<file path="src/rtl/muldiv_hilo_ctrl_if.sv">
// Request/result bundle between the control unit and the HI/LO multiply-divide sequencer.
interface muldiv_hilo_ctrl_if #(
  parameter int unsigned WIDTH = 32
);
  logic             start;
  logic [2:0]       op;
  logic [WIDTH-1:0] rs_data;
  logic [WIDTH-1:0] rt_data;
  logic             hilo_read;
  logic             busy;
  logic             done;
  logic             stall;
  logic [WIDTH-1:0] hi;
  logic [WIDTH-1:0] lo;

  modport master (
    output start, op, rs_data, rt_data, hilo_read,
    input  busy, done, stall, hi, lo
  );

  modport slave (
    input  start, op, rs_data, rt_data, hilo_read,
    output busy, done, stall, hi, lo
  );
endinterface

</file>
<file path="src/rtl/muldiv_hilo_ctrl.sv">
// MIPS HI/LO owner: sequential shift-add multiply and restoring divide, plus MTHI/MTLO.
// One iteration per clock; WIDTH run cycles followed by one sign-fix cycle.
module muldiv_hilo_ctrl #(
  parameter int unsigned WIDTH = 32
) (
  input  logic                clk,
  input  logic                reset,
  muldiv_hilo_ctrl_if.slave   bus
);

  localparam int unsigned CNT_W = $clog2(WIDTH + 1);
  localparam int unsigned SUM_W = WIDTH + 1;
  localparam int unsigned PRD_W = 2 * WIDTH;

  localparam logic [2:0] OP_MULT  = 3'b000;
  localparam logic [2:0] OP_MULTU = 3'b001;
  localparam logic [2:0] OP_DIV   = 3'b010;
  localparam logic [2:0] OP_DIVU  = 3'b011;
  localparam logic [2:0] OP_MTHI  = 3'b100;
  localparam logic [2:0] OP_MTLO  = 3'b101;

  typedef enum logic [1:0] {
    S_IDLE = 2'd0,
    S_RUN  = 2'd1,
    S_FIX  = 2'd2
  } state_t;

  state_t           r_state;
  logic             r_busy;
  logic             r_done;
  logic [CNT_W-1:0] r_cnt;
  logic             r_is_div;
  logic             r_sign_q;
  logic             r_sign_r;
  logic [WIDTH-1:0] r_opnd;
  logic [WIDTH-1:0] r_acc_hi;
  logic [WIDTH-1:0] r_acc_lo;
  logic [WIDTH-1:0] r_hi;
  logic [WIDTH-1:0] r_lo;

  logic             w_signed;
  logic             w_rs_neg;
  logic             w_rt_neg;
  logic [WIDTH-1:0] w_rs_mag;
  logic [WIDTH-1:0] w_rt_mag;
  logic [SUM_W-1:0] w_sum;
  logic [SUM_W-1:0] w_trial;
  logic [WIDTH-1:0] w_step_hi;
  logic [WIDTH-1:0] w_step_lo;
  logic [PRD_W-1:0] w_prod;
  logic [WIDTH-1:0] w_fix_hi;
  logic [WIDTH-1:0] w_fix_lo;

  // Operand magnitudes for signed ops; MULT and DIV have op[0]=0.
  always_comb begin
    w_signed = ~bus.op[0];
    w_rs_neg = w_signed & bus.rs_data[WIDTH-1];
    w_rt_neg = w_signed & bus.rt_data[WIDTH-1];
    w_rs_mag = w_rs_neg ? (-bus.rs_data) : bus.rs_data;
    w_rt_mag = w_rt_neg ? (-bus.rt_data) : bus.rt_data;
  end

  // One iteration: acc_hi/acc_lo hold {product hi, multiplier} or {remainder, quotient}.
  always_comb begin
    w_sum     = SUM_W'(r_acc_hi) + (r_acc_lo[0] ? SUM_W'(r_opnd) : SUM_W'(0));
    w_trial   = {r_acc_hi, r_acc_lo[WIDTH-1]} - SUM_W'(r_opnd);
    w_step_hi = w_sum[WIDTH:1];
    w_step_lo = {w_sum[0], r_acc_lo[WIDTH-1:1]};
    if (r_is_div) begin
      if (!w_trial[WIDTH]) begin
        w_step_hi = w_trial[WIDTH-1:0];
        w_step_lo = {r_acc_lo[WIDTH-2:0], 1'b1};
      end else begin
        w_step_hi = {r_acc_hi[WIDTH-2:0], r_acc_lo[WIDTH-1]};
        w_step_lo = {r_acc_lo[WIDTH-2:0], 1'b0};
      end
    end
  end

  // Sign fix applied on the FIX edge.
  always_comb begin
    w_prod   = r_sign_q ? (-{r_acc_hi, r_acc_lo}) : {r_acc_hi, r_acc_lo};
    w_fix_hi = w_prod[PRD_W-1:WIDTH];
    w_fix_lo = w_prod[WIDTH-1:0];
    if (r_is_div) begin
      w_fix_hi = r_sign_r ? (-r_acc_hi) : r_acc_hi;
      w_fix_lo = r_sign_q ? (-r_acc_lo) : r_acc_lo;
    end
  end

  always_ff @(posedge clk) begin
    if (reset) begin
      r_state  <= S_IDLE;
      r_busy   <= 1'b0;
      r_done   <= 1'b0;
      r_cnt    <= '0;
      r_is_div <= 1'b0;
      r_sign_q <= 1'b0;
      r_sign_r <= 1'b0;
      r_opnd   <= '0;
      r_acc_hi <= '0;
      r_acc_lo <= '0;
      r_hi     <= '0;
      r_lo     <= '0;
    end else begin
      r_done <= 1'b0;
      case (r_state)
        S_IDLE: begin
          if (bus.start) begin
            case (bus.op)
              OP_MTHI: r_hi <= bus.rs_data;
              OP_MTLO: r_lo <= bus.rs_data;
              OP_MULT, OP_MULTU, OP_DIV, OP_DIVU: begin
                r_is_div <= bus.op[1];
                r_sign_q <= w_rs_neg ^ w_rt_neg;
                r_sign_r <= w_rs_neg;
                r_opnd   <= bus.op[1] ? w_rt_mag : w_rs_mag;
                r_acc_hi <= '0;
                r_acc_lo <= bus.op[1] ? w_rs_mag : w_rt_mag;
                r_cnt    <= '0;
                r_state  <= S_RUN;
                r_busy   <= 1'b1;
              end
              default: ;
            endcase
          end
        end
        S_RUN: begin
          r_acc_hi <= w_step_hi;
          r_acc_lo <= w_step_lo;
          r_cnt    <= r_cnt + CNT_W'(1);
          if (r_cnt == CNT_W'(WIDTH - 1)) begin
            r_state <= S_FIX;
          end
        end
        S_FIX: begin
          r_hi    <= w_fix_hi;
          r_lo    <= w_fix_lo;
          r_state <= S_IDLE;
          r_busy  <= 1'b0;
          r_done  <= 1'b1;
        end
        default: begin
          r_state <= S_IDLE;
          r_busy  <= 1'b0;
        end
      endcase
    end
  end

  assign bus.busy  = r_busy;
  assign bus.done  = r_done;
  assign bus.stall = bus.hilo_read & r_busy;
  assign bus.hi    = r_hi;
  assign bus.lo    = r_lo;

endmodule

</file>
<file path="src/flat_wrapper.sv">
// flat-port wrapper written by rule: the top's interface ports become plain ports
module muldiv_hilo_ctrl_flat 
#(
  parameter int unsigned WIDTH = 32
)
  (clk, reset, bus_start, bus_op, bus_rs_data, bus_rt_data, bus_hilo_read, bus_busy, bus_done, bus_stall, bus_hi, bus_lo);
  muldiv_hilo_ctrl_if #(.WIDTH(WIDTH)) bus_i ();
  input  logic clk;
  input  logic reset;
  input wire logic [$bits(bus_i.start)-1:0] bus_start;
  input wire logic [$bits(bus_i.op)-1:0] bus_op;
  input wire logic [$bits(bus_i.rs_data)-1:0] bus_rs_data;
  input wire logic [$bits(bus_i.rt_data)-1:0] bus_rt_data;
  input wire logic [$bits(bus_i.hilo_read)-1:0] bus_hilo_read;
  output wire logic [$bits(bus_i.busy)-1:0] bus_busy;
  output wire logic [$bits(bus_i.done)-1:0] bus_done;
  output wire logic [$bits(bus_i.stall)-1:0] bus_stall;
  output wire logic [$bits(bus_i.hi)-1:0] bus_hi;
  output wire logic [$bits(bus_i.lo)-1:0] bus_lo;
  assign bus_i.start = bus_start;
  assign bus_i.op = bus_op;
  assign bus_i.rs_data = bus_rs_data;
  assign bus_i.rt_data = bus_rt_data;
  assign bus_i.hilo_read = bus_hilo_read;
  assign bus_busy = bus_i.busy;
  assign bus_done = bus_i.done;
  assign bus_stall = bus_i.stall;
  assign bus_hi = bus_i.hi;
  assign bus_lo = bus_i.lo;
  muldiv_hilo_ctrl #(.WIDTH(WIDTH)) u_core (.clk(clk), .reset(reset), .bus(bus_i));
endmodule
</file>
<file path="config.mk">
export PLATFORM = sky130hd
export DESIGN_NAME = muldiv_hilo_ctrl_flat
export DESIGN_NICKNAME = d
export VERILOG_FILES = /design/src/rtl/muldiv_hilo_ctrl_if.sv /design/src/rtl/muldiv_hilo_ctrl.sv /design/src/flat_wrapper.sv
export SDC_FILE = /design/constraint.sdc
export NUM_CORES = 1
export LEC_CHECK = 0
export ABC_AREA = 1
export CAP_MARGIN = 5
export CORE_MARGIN = 4
export CORE_UTILIZATION = 45
export CTS_CLUSTER_SIZE = 14
export DETAILED_ROUTE_END_ITERATION = 12
export GPL_ROUTABILITY_DRIVEN = 0
export MAX_ROUTING_LAYER = met4
export SLEW_MARGIN = 40
export SYNTH_ARGS = -nofsm -noshare
export SYNTH_HDL_FRONTEND = slang
export SYNTH_SLANG_ARGS = --single-unit
</file>
<file path="constraint.sdc">
create_clock -name clk -period 3.1 [get_ports clk]
set_input_delay 0.62 -clock clk [delete_from_list [all_inputs] [get_ports clk]]
set_output_delay 0.62 -clock clk [all_outputs]
set_load 0.005 [all_outputs]
</file>
==> results of run 1 <==
worst reg2reg max path, cell delays in order (launching register included):
cell and delay (ns):
dfxtp_2 0.37, buf_4 0.21, nand2_1 0.09, inv_1 0.04
ha_1 0.44, nand2_1 0.15, nor2_1 0.18, inv_1 0.12
nor3_1 0.26, o21ai_0 0.27, nand3_1 0.16, nand2_1 0.06
nand3_1 0.11, nand2_1 0.06, inv_1 0.13, nand2_1 0.07
a21oi_1 0.11
worst max path at each step:
stage / end / start / cells after the start
final: u_core.r_acc_hi[21] / u_core.r_acc_lo[0] / 16
after floorplan: u_core.r_acc_hi[29] / u_core.r_acc_lo[0] / 19
after CTS: u_core.r_acc_hi[13] / u_core.r_acc_lo[0] / 17
after global routing: u_core.r_acc_hi[21] / u_core.r_acc_lo[0] / 16
after global placement: u_core.r_opnd[13] / bus_rs_data[3] / 11
after detailed placement: u_core.r_opnd[13] / bus_rs_data[0] / 11
flip-flops by register name, summed over array words and instances (netlist names):
register	cells
u_core.bus.busy	1
u_core.bus.done	1
u_core.bus.hi	32
u_core.bus.lo	32
u_core.r_acc_hi	32
u_core.r_acc_lo	32
u_core.r_cnt	6
u_core.r_is_div	1
u_core.r_opnd	32
u_core.r_sign_q	1
u_core.r_sign_r	1
u_core.r_state	2
cells by family (layout without fill, tap and decap cells):
| group | count (synthesis) | in the layout | synth area share |
|---|---|---|---|
| and+or+nand+nor | 1712 | 1712 | 0.410 |
| AOI/OAI and AO/OA | 610 | 610 | 0.187 |
| adders and majority gates | 71 | 71 | 0.0504 |
| buffers and inverters | 589 | 755 | 0.127 |
| DFF | 173 | 173 | 0.193 |
| xor gates and xnor gates | 66 | 66 | 0.0322 |
power by group through the flow:
stage	clock [mW]	sequential, mW	combinational (mW)
4_1_cts	2.39	2.50	3.29
5_1_grt	2.47	2.52	3.67
3_5_place_dp	0	2.55	3.27
2_1_floorplan	0	2.51	2.11
6_report	2.38	2.52	3.40
3_3_place_gp	0	2.55	3.25
stage by stage:
step / cells / hold WS, ns / utilization / setup slack (ns)
global placement: 3873 / 0.470 / 0.524 / 0.0963
global route: 3905 / 0.530 / 0.539 / 0.0329
finish: 3905 / 0.488 / 0.539 / 0.226
detailed placement: 3873 / 0.478 / 0.524 / 0.121
CTS: 3905 / 0.488 / 0.539 / 0.225
floorplan: 3221 / 0.458 / - / 0.505
routing by layer:
layer | global-route usage | vias to the layer above | routed length [µm] | share of wire
li1 | - | 10789 | - | -
met2 | 0.553 | 1369 | 35100 | 0.42
met3 | 0.0910 | 216 | 10200 | 0.12
met5 | - | - | 0 | 0
met1 | 0.494 | 10158 | 33600 | 0.40
met4 | 0.200 | 0 | 5270 | 0.063
cell type report:
type                    count  area, µm²
fillers                  4152      18000
multi-input cells        2459      12200
flip-flops and latches    173       3470
repair buffers            258       2340
inverters                 465       1750
well taps                 518        648
clock buffers              19        433
clock inverters            13        179
cell usage in the layout, fill, tap and decap left out, types with 41 or more instances in the layout:
cell,synthesis,layout
a21oi_1,199,199
a31oi_1,43,43
buf_4,0,116
clkdlybuf4s50_1,0,136
dfxtp_1,173,171
ha_1,69,69
inv_1,456,454
nand2_1,888,888
nand3_1,362,361
nor2_1,294,290
nor3_1,41,41
o21ai_0,266,266
xor2_1,49,49
==> flow_summary.json, run 1 <==
{
  "post_cts_buffers": 0,
  "post_drt_wl_per_cell_um": 21.6,
  "worst_pin_slew_ns": 0.829,
  "synth_most_common_cell": "nand2_1",
  "vias_per_cell": 5.77,
  "avgSynthCellArea_um2": 5.57,
  "overflow": 0,
  "critPathSlowestCell": "ha_1",
  "peakVddDrop_uv": 440,
  "p_seq_frac": 0.303,
  "critPathMaxStageDelay_ns": 0.44,
  "switching_power_mw": 3.56,
  "slew_viol_final": 0,
  "clkPwrFrac": 0.287,
  "critPathLaunchType": "flop",
  "stdcell_area_um2": 21000,
  "timing.fmax_mhz": 348,
  "dpl_cell_area_um2": 20400,
  "power_mw": 8.30,
  "cts_resized": 0,
  "portBuffers": 137,
  "synth-warning-count": 0,
  "initial_core_util": 0.460,
  "worstPathMaxFanout": 12,
  "wl_mm": 84.2,
  "period_minus_slack_ns": 2.87,
  "power.internal_mw": 4.74,
  "first_pass_iters": 6,
  "hp-class": "reg -> reg",
  "cts_root_buf": "clkbuf_16",
  "cp.buffers_inverters": 4,
  "worstReg2RegEnd": "u_core.r_acc_hi[21]",
  "arrival_ns": 3.27,
  "nets": 3516,
  "grt_pass1_wl_mm": 124,
  "synth-seq-area-share": 0.193,
  "crit_type": "reg -> reg",
  "area_growth_pct": 17.3,
  "regToRegStartpoint": "u_core.r_acc_lo[0]",
  "gr-usage-all-layers": 0.382,
  "path_common_cell": "nand2_1",
  "hpwlAfterDp_mm": 68.1,
  "synth_cell_types": 56,
  "grt_pass1_vias": 20375,
  "via_count": 22532,
  "tns_ns": 0,
  "synthTopCellsByCount": "nand2_1 (888), inv_1 (456), nand3_1 (362), nor2_1 (294), o21ai_0 (266)",
  "placementRows": 72,
  "cts_sinks": 173,
  "grt_max_degree": 69,
  "hold_buffers": 0,
  "setup-violations-final": 0,
  "syn-num-nets": 3363,
  "antenna_cells": 0,
  "drtAntennaViolNets": 0,
  "core_um2": 39000,
  "min_from": "u_core.r_state[0]",
  "finalHoldViolations": 0,
  "dieHeight_um": 208,
  "numCtsBuffers": 17,
  "ctsHtreeMaxLevel": 4,
  "critPathTopFamily": "simple AND/OR/NAND/NOR gates",
  "path_clk_slew_ns": 0.08,
  "netlist.area_leader.share": 0.193,
  "fp.dieW_um": 208,
  "drc_errors": 0,
  "clockBufferDepth": 2,
  "r2r.worst_path.cells": 16,
  "p_per_area_nw_per_um2": 395,
  "post-synth-top-area-cell": "dfxtp_1",
  "antenna_found_initial": 1,
  "postSynthCellCount": 3221,
  "top_level_ports": 138,
  "final_layout_size_suffix_gt1_frac": 0.0712,
  "async_flop_share": 0,
  "holdPathStages": 2,
  "end_kind": "flop",
  "synth_edf_count": 0,
  "required_ns": 3.50,
  "status": "complete, no violations",
  "clk_latency_ns": 0.47,
  "slew_headroom": 0.447,
  "synthTopCellsByArea": "dfxtp_1 (19%), nand2_1 (19%), nand3_1 (10%)",
  "crit_path_cell_trace": "buf_4, nand2_1, inv_1, ha_1, nand2_1, nor2_1, inv_1, nor3_1, o21ai_0, nand3_1, nand2_1, nand3_1, nand2_1, inv_1, nand2_1, a21oi_1",
  "combPwrFrac": 0.410,
  "switching_share": 0.429,
  "finClkSkew_ns": 0.0161,
  "synth_flop_cell": "dfxtp_1",
  "whs_endpoint": "u_core.r_state[1]",
  "dieArea_um2": 43100,
  "r2r_setup_slack_ns": 0.23,
  "maxCapViolations": 0,
  "cts_tree": "built",
  "detail_route.iter0.violations": 2897,
  "power_leakage_nw": 10.1,
  "rsz0062_at_grt": "no",
  "ys_ff_latch": 173,
  "synth_area_um2": 17900,
  "finalCritPeriodShare": 0.927
}
(Power assumes the default switching activity.)
==> inputs of run 2 (changes only) <==
Settings changed: DONT_BUFFER_PORTS set to 1, GPL_ROUTABILITY_DRIVEN 0 to not set.
==> run 2 against run 1 <==
Against the previous run: register-to-register slack gained 0.02 ns; cell count down 4.6%; critical path depth unchanged; routed wire length about the same; sequential power is essentially flat; maximum frequency is 0.79% higher; non-clock buffer count down 180; clock power decreased by 3%; via count fell by 2.5%; worst setup slack better by 0.023 ns; die area unchanged; combinational power decreased by 7.9%; largest cell class unchanged.
==> flow_summary.json, run 2 (synthesis results as in run 1) <==
{
  "status": "complete, no violations",
  "rsz0062_at_grt": "no",
  "clk_latency_ns": 0.48,
  "drtAntennaViolNets": 0,
  "hpwlAfterDp_mm": 69.0,
  "path_clk_slew_ns": 0.08,
  "finalCritPeriodShare": 0.920,
  "maxCapViolations": 0,
  "nets": 3336,
  "setup-violations-final": 0,
  "cts_resized": 0,
  "fp.dieW_um": 208,
  "first_pass_iters": 6,
  "initial_core_util": 0.460,
  "arrival_ns": 3.20,
  "slew_viol_final": 0,
  "fillers": 4248,
  "antenna_cells": 0,
  "period_minus_slack_ns": 2.85,
  "cts_root_buf": "clkbuf_16",
  "critPathLaunchType": "flop",
  "grt_pass1_wl_mm": 124,
  "timing.fmax_mhz": 351,
  "top_level_ports": 138,
  "dieHeight_um": 208,
  "clockBufferDepth": 2,
  "placementRows": 72,
  "cts_tree": "built",
  "hp-class": "in -> reg",
  "drc_errors": 0,
  "end_kind": "flop",
  "p_per_area_nw_per_um2": 412,
  "ctsHtreeMaxLevel": 4,
  "overflow": 0,
  "globalplace.congestion": 1.07,
  "finClkSkew_ns": 0.0193,
  "layoutNonFillerInstCount": 3725,
  "detail_route.iter0.violations": 2814,
  "grt_max_degree": 96,
  "crit_type": "reg -> reg",
  "layout_common_cells": "nand2_1 (888), inv_1 (454), nand3_1 (361)",
  "antenna_found_initial": 0,
  "post_drt_wl_per_cell_um": 22.6,
  "peakVddDrop_uv": 385,
  "place_inst": 3693,
  "gr-usage-all-layers": 0.383,
  "tns_ns": 0,
  "vias_per_cell": 5.90,
  "hold_buffers": 0,
  "area_growth_pct": 7.92,
  "numCtsBuffers": 17,
  "dieArea_um2": 43100,
  "power_leakage_nw": 9.36,
  "post_cts_buffers": 0,
  "grt_pass1_vias": 19859,
  "required_ns": 3.45,
  "wl_mm": 84.2,
  "worstPathMaxFanout": 10,
  "core_um2": 39000,
  "slew_headroom": 0.445,
  "cts_sinks": 173,
  "final_layout_size_suffix_gt1_frac": 0.0611,
  "finalHoldViolations": 0,
  "layout_commonest_cell": "nand2_1",
  "via_count": 21961,
  "portBuffers": 0,
  "worst_pin_slew_ns": 0.823
}
-- run 2: through the flow --
stage	power, mW	utilization	hold slack, ns	setup slack, ns	area (µm²)
floorplan	4.62	-	0.458	0.505	17900
global placement	5.59	0.481	0.465	0.394	18700
detailed placement	5.61	0.481	0.479	0.370	18700
CTS	7.87	0.496	0.213	0.339	19300
global route	8.34	0.496	0.222	0.0943	19300
finish	7.97	0.496	0.230	0.249	19300
-- run 2: worst max-delay path: stages, from the launching register on --
cell	delay, ns
dfxtp_1	0.68
ha_1	0.39
nand2_1	0.08
nand2_1	0.11
inv_1	0.07
nand2_1	0.16
a21oi_2	0.23
nand2_4	0.08
nand2_4	0.10
nand2_4	0.07
nand2_4	0.14
nand2_2	0.08
buf_4	0.17
nand2_1	0.06
nand3_1	0.11
nand3_1	0.11
a21oi_1	0.07
-- run 2: worst paths after layout --
path,from,end,slack (ns),cells after the start
worst min register to register,u_core.r_cnt[1],u_core.r_cnt[1],0.49,2
worst max-delay path,u_core.r_acc_hi[14],u_core.r_acc_hi[29],0.25,16
worst max register to register,u_core.r_acc_hi[14],u_core.r_acc_hi[29],0.25,16
worst min-delay path,reset,u_core.r_opnd[4],0.23,1
-- run 2: cell type report --
type	instances	area, µm²	area share
well taps	518	648	0.0335
inverters	465	1750	0.0903
clock inverters	12	149	0.00770
repair buffers	78	664	0.0343
flip-flops and latches	173	3460	0.179
multi-input cells	2459	12200	0.632
clock buffers	20	447	0.0231
-- run 2: per-layer routing --
metal / global-route usage / share of wire / wire (µm) / vias up
li1: - / - / - / 10445
met1: 0.498 / 0.41 / 34800 / 10125
met2: 0.571 / 0.43 / 36200 / 1212
met3: 0.0913 / 0.11 / 8950 / 179
met4: 0.159 / 0.051 / 4280 / 0
met5: - / 0 / 0 / -
-- run 2: report_power, final --
| part | switching (mW) | internal, mW |
|---|---|---|
| sequential | 0.181 | 2.36 |
| combinational | 2.20 | 0.923 |
| clock | 1.07 | 1.23 |
| total | 3.45 | 4.52 |
